==> config.mk <==
export PLATFORM = sky130hd
export DESIGN_NAME = mux_array_mult
export DESIGN_NICKNAME = d
export VERILOG_FILES = /design/src/rtl/mux_mult_pkg.sv /design/src/rtl/mux_mult_cell.sv /design/src/rtl/mux_array_mult.sv
export SDC_FILE = /design/constraint.sdc
export NUM_CORES = 1
export LEC_CHECK = 0
export CORE_AREA = 8 8 45 47
export DETAILED_ROUTE_END_ITERATION = 6
export DIE_AREA = 0 0 53 55
export HOLD_SLACK_MARGIN = 0.05
export PLACE_DENSITY = 0.49
export SYNTH_ARGS = -nofsm -noshare
export SYNTH_HDL_FRONTEND = slang
export SYNTH_HIERARCHICAL = 1
export SYNTH_SLANG_ARGS = --single-unit
==> constraint.sdc <==
create_clock -name clk -period 2.3 [get_ports clk]
set_clock_uncertainty 0.15 [all_clocks]
set_input_delay 0.23 -clock clk [delete_from_list [all_inputs] [get_ports clk]]
set_output_delay 0.23 -clock clk [all_outputs]
set_load 0.01 [all_outputs]
==> src/rtl/mux_mult_pkg.sv <==
// Shared constants and types for the mux-based multiplier datapath.
package mux_mult_pkg;

    localparam int DEFAULT_WIDTH = 2;

    function automatic int product_width(input int w);
        return 2 * w;
    endfunction

    typedef logic [2*DEFAULT_WIDTH-1:0] product_t;

endpackage

==> src/rtl/mux_mult_cell.sv <==
// One array-multiplier cell: mux-formed partial product x&y folded into a
// full adder with the incoming sum and carry.
module mux_mult_cell (
    input  logic xb,
    input  logic yb,
    input  logic sin,
    input  logic cin,
    output logic sout,
    output logic cout
);

    logic pp;

    // The multiplier bit selects between the multiplicand bit and zero.
    always_comb begin
        pp   = yb ? xb : 1'b0;
        sout = pp ^ sin ^ cin;
        cout = (pp & sin) | (pp & cin) | (sin & cin);
    end

endmodule

==> src/rtl/mux_array_mult.sv <==
// Registered unsigned WIDTH x WIDTH carry-save array multiplier built from
// mux_mult_cell, finished by a ripple row and a single output register.
module mux_array_mult
    import mux_mult_pkg::*;
#(
    parameter int WIDTH = DEFAULT_WIDTH
) (
    input  logic                             clk,
    input  logic                             reset,
    input  logic                             in_valid,
    input  logic [WIDTH-1:0]                 x,
    input  logic [WIDTH-1:0]                 y,
    output logic [product_width(WIDTH)-1:0]  p,
    output logic                             out_valid
);

    logic [WIDTH-1:0]                low_bits;
    logic [WIDTH-1:0]                hi_s;
    logic [WIDTH-1:0]                last_c;
    logic [WIDTH-1:0]                hi_bits;
    logic                            carry;
    logic [product_width(WIDTH)-1:0] prod;

    // Row j holds the cells of weight i+j; each row consumes the previous
    // row's sums shifted down one column and its carries in the same column.
    for (genvar j = 0; j < WIDTH; j++) begin : row
        logic [WIDTH-1:0] s;
        logic [WIDTH-1:0] c;
        logic [WIDTH-1:0] sin;
        logic [WIDTH-1:0] cin;

        if (j == 0) begin : first
            assign sin = '0;
            assign cin = '0;
        end else begin : rest
            assign sin = {1'b0, row[j-1].s[WIDTH-1:1]};
            assign cin = row[j-1].c;
        end

        for (genvar i = 0; i < WIDTH; i++) begin : col
            mux_mult_cell u_cell (
                .xb   (x[i]),
                .yb   (y[j]),
                .sin  (sin[i]),
                .cin  (cin[i]),
                .sout (s[i]),
                .cout (c[i])
            );
        end

        assign low_bits[j] = s[0];
    end

    assign hi_s   = {1'b0, row[WIDTH-1].s[WIDTH-1:1]};
    assign last_c = row[WIDTH-1].c;

    // Final ripple row resolves the leftover sums and carries into the upper
    // half; its carry-out is always zero since the product cannot overflow.
    always_comb begin
        carry   = 1'b0;
        hi_bits = '0;
        for (int k = 0; k < WIDTH; k++) begin
            hi_bits[k] = hi_s[k] ^ last_c[k] ^ carry;
            carry      = (hi_s[k] & last_c[k]) | (hi_s[k] & carry) | (last_c[k] & carry);
        end
        prod = {hi_bits, low_bits};
    end

    always_ff @(posedge clk) begin
        if (reset) begin
            p         <= '0;
            out_valid <= 1'b0;
        end else begin
            out_valid <= in_valid;
            if (in_valid) begin
                p <= prod;
            end
        end
    end

endmodule

==> results by group <==
Timing
  • Setup Viol. Count Final: 0
  • Endpoints failing hold: 0
  • RSZ-0062 raised after global routing: false
  • Final setup margin: 0.1437 ns
  • Fin crit period: 2.156 ns
  • Fin. max-slew vios: 0
  • Setup TNS: 0 ns
  • Fmax: 0.4638 GHz
  • Crit share post-route: 93.75%

Synthesis
  • Largest area contributor in the netlist: dfxtp_1
  • Post-Synthesis Cells: 42
  • Syn Area/Cell: 8.431 µm²
  • Share of the synthesized area in the top cell type: 28.27%
  • Synth area leaders: dfxtp_1 (28%), fa_1 (23%), inv_1 (17%)
  • Distinct cells, synth: 13
  • Seq/Total Area, Yosys: 28.27%
  • Yosys reg bits: 5
  • Synth Cell Area: 354.1 µm²
  • Warnings, synthesis: 6

Global routing
  • Number of global-route vias before repair: 279
  • Gr ovfl total: 0
  • First-pass GRT wire length: 1.131 mm
  • Initial antenna violation count: 0
  • Tot GR Track Use: 5.482%
  • Largest net degree at the start of global routing: 7

Critical path
  • Critical path's top delay family: adder cells
  • Buf+Inv Stages, Crit Path: 4
  • Critical path class: input port to register
  • FF-to-FF setup slack: 1.51 ns
  • CP required: 2.31 ns
  • Max Fanout on Critical Path: 2
  • Crit-path max cell delay: 0.47 ns
  • Worst reg2reg path endpoint: p[3]
  • Most frequent CP cell: inv_1
  • Crit-path slowest cell: clkdlybuf4s50_1
  • Critical Path AT: 2.17 ns
  • FF-to-FF Start: p[3]
  • WP depth: 10
  • Reg2reg path depth: 2
  • Crit path cell chain: clkdlybuf4s50_1 > nand2_1 > fa_1 > inv_1 > inv_1 > fa_2 > inv_1 > ha_1 > xnor2_1 > a211oi_2
  • Worst Setup Start Kind: input port
  • Worst setup EP type: register

CTS
  • CTS Root Cell: clkbuf_4
  • Clk buf depth: 2
  • Skew-Pair Late Insertion Delay: 0.24 ns
  • Htree depth: 1
  • Hold Buf Count CTS: 0
  • Reg clk slew, reported paths: 0.04 ns
  • CTS Sinks: 5
  • CTS tree: built
  • Total CTS buffers: 3

Hold path
  • HP Start: p[1]
  • Hold endpoint: p[1]
  • Tightest Hold Check Type: register to register
  • WHS Path Cells: 2

Cells and area
  • Reg area: 100.1 µm²
  • NumNets Final: 73
  • Layout area overhead: 47.00%
  • Most common cell after layout, fill and taps aside: inv_1
  • Multi-input logic area: 203.9 µm²
  • Most frequent cells in the layout: inv_1 (16), clkdlybuf4s50_1 (11), dfxtp_1 (5), conb_1 (5), nand2_1 (4)
  • Share of layout cells above drive strength 1: 10.00%
  • Antenna fix cells: 0
  • Finished Layout Cells: 76
  • Number of fill cells: 153

Place
  • Placement Setup Slack: -0.1707 ns
  • DPL Wire Length: 514.4 µm
  • RD Place Congestion: 0.6001
  • PortBufs: 11
  • Cells after DPL: 72

Route
  • Vias per Instance: 3.605
  • Pre-antenna DRT Iters: 1
  • Vias: 274
  • Drt wl/cell: 7.842 µm
  • Violation count after the first detailed-route iteration: 0
  • Drt total wl: 596 µm
  • DRC violations left: 0
  • Final ANT Viol Nets: 0

Floorplanning
  • Die height: 55 µm
  • Initial Util: 25.59%
  • IO Count: 12
  • Cell Rows: 14
  • Die ar.: 2915 µm²
  • Core Area: 1384 µm²
  • Chip width: 53 µm

Pwr
  • Power Dens Cells: 559.0 nW/µm²
  • VDD IR max: 0.0001799 V
  • Leak: 0.2536 nW

Run
  • Max capacitance violation total: 0

Outcome
  • Status: finished, final reports clean
## kinds of logic after synthesis
kind of cell,synth area share [%]
other,1.059
adder cells (fa/ha/maj),26.15
buffers and inverters,19.08
XOR/XNOR,2.474
AND/OR/NAND/NOR,10.95
AO/OA/AOI/OAI,3.533
flip-flops,28.27
multiplexers,8.481
## cell type report
class	instances	share of cell area, %
multi-input cells	24	39.18
repair buffers	11	21.15
flip-flops and latches	5	19.23
inverters	16	11.54
clock buffers	4	5.048
well taps	16	3.846
## layer usage
layer | global-route usage, % | part of all wire (%) | up-vias
li1 | - | - | 145
met1 | 6.595 | 44 | 117
met2 | 6.641 | 42 | 10
met3 | 2.941 | 12 | 2
met4 | 5.172 | 1.3 | 0
met5 | 0 | 0 | -
## worst register-to-register path: stages (launching register included)
cell and delay, ns:
dfxtp_1 0.33, nor2_2 0.05, a211oi_2 0.18
## synth_stat cells
master / number
inv_1: 16
dfxtp_1: 5
fa_1: 4
nand2_1: 4
mux2i_1: 3
nor2_1: 3
a211oi_2: 1
buf_4: 1
conb_1: 1
ha_1: 1
nor2_2: 1
nor2b_1: 1
xnor2_1: 1
## report_power, final
group	internal, mW	switching, mW
combinational	0.0483	0.0404
clock	0.0656	0.0360
sequential	0.0964	0.00424
## how the worst max path moves through the flow
stage | to | slack [ns] | startpoint
2_1_floorplan | p[2] | 0.42 | y[0]
3_3_place_gp | p[2] | -0.15 | x[1]
3_5_place_dp | p[2] | -0.17 | x[1]
4_1_cts | p[3] | 0.08 | x[1]
5_1_grt | p[2] | 0.02 | x[1]
6_report | p[3] | 0.14 | x[1]
## flip-flops by register name, indices dropped and copies added (netlist names)
signal and flops:
out_valid 1, p 4
## repair_timing
item,in CTS,in global routing
setup buffers,0,0
endpoints found under the setup margin,0,2
resized for setup,0,1
## through the flow
stage	instance area, µm²	hold slack (ns)	power (mW)	util [%]
2_1_floorplan	369.1	0.1446	0.1547	-
3_3_place_gp	491.7	0.3261	0.1896	35.53
3_5_place_dp	491.7	0.3415	0.1903	35.53
4_1_cts	518.0	0.3523	0.2974	37.43
5_1_grt	520.5	0.3843	0.3228	37.61
6_report	520.5	0.3420	0.2910	37.61
Power figures use the tool's default switching activity.
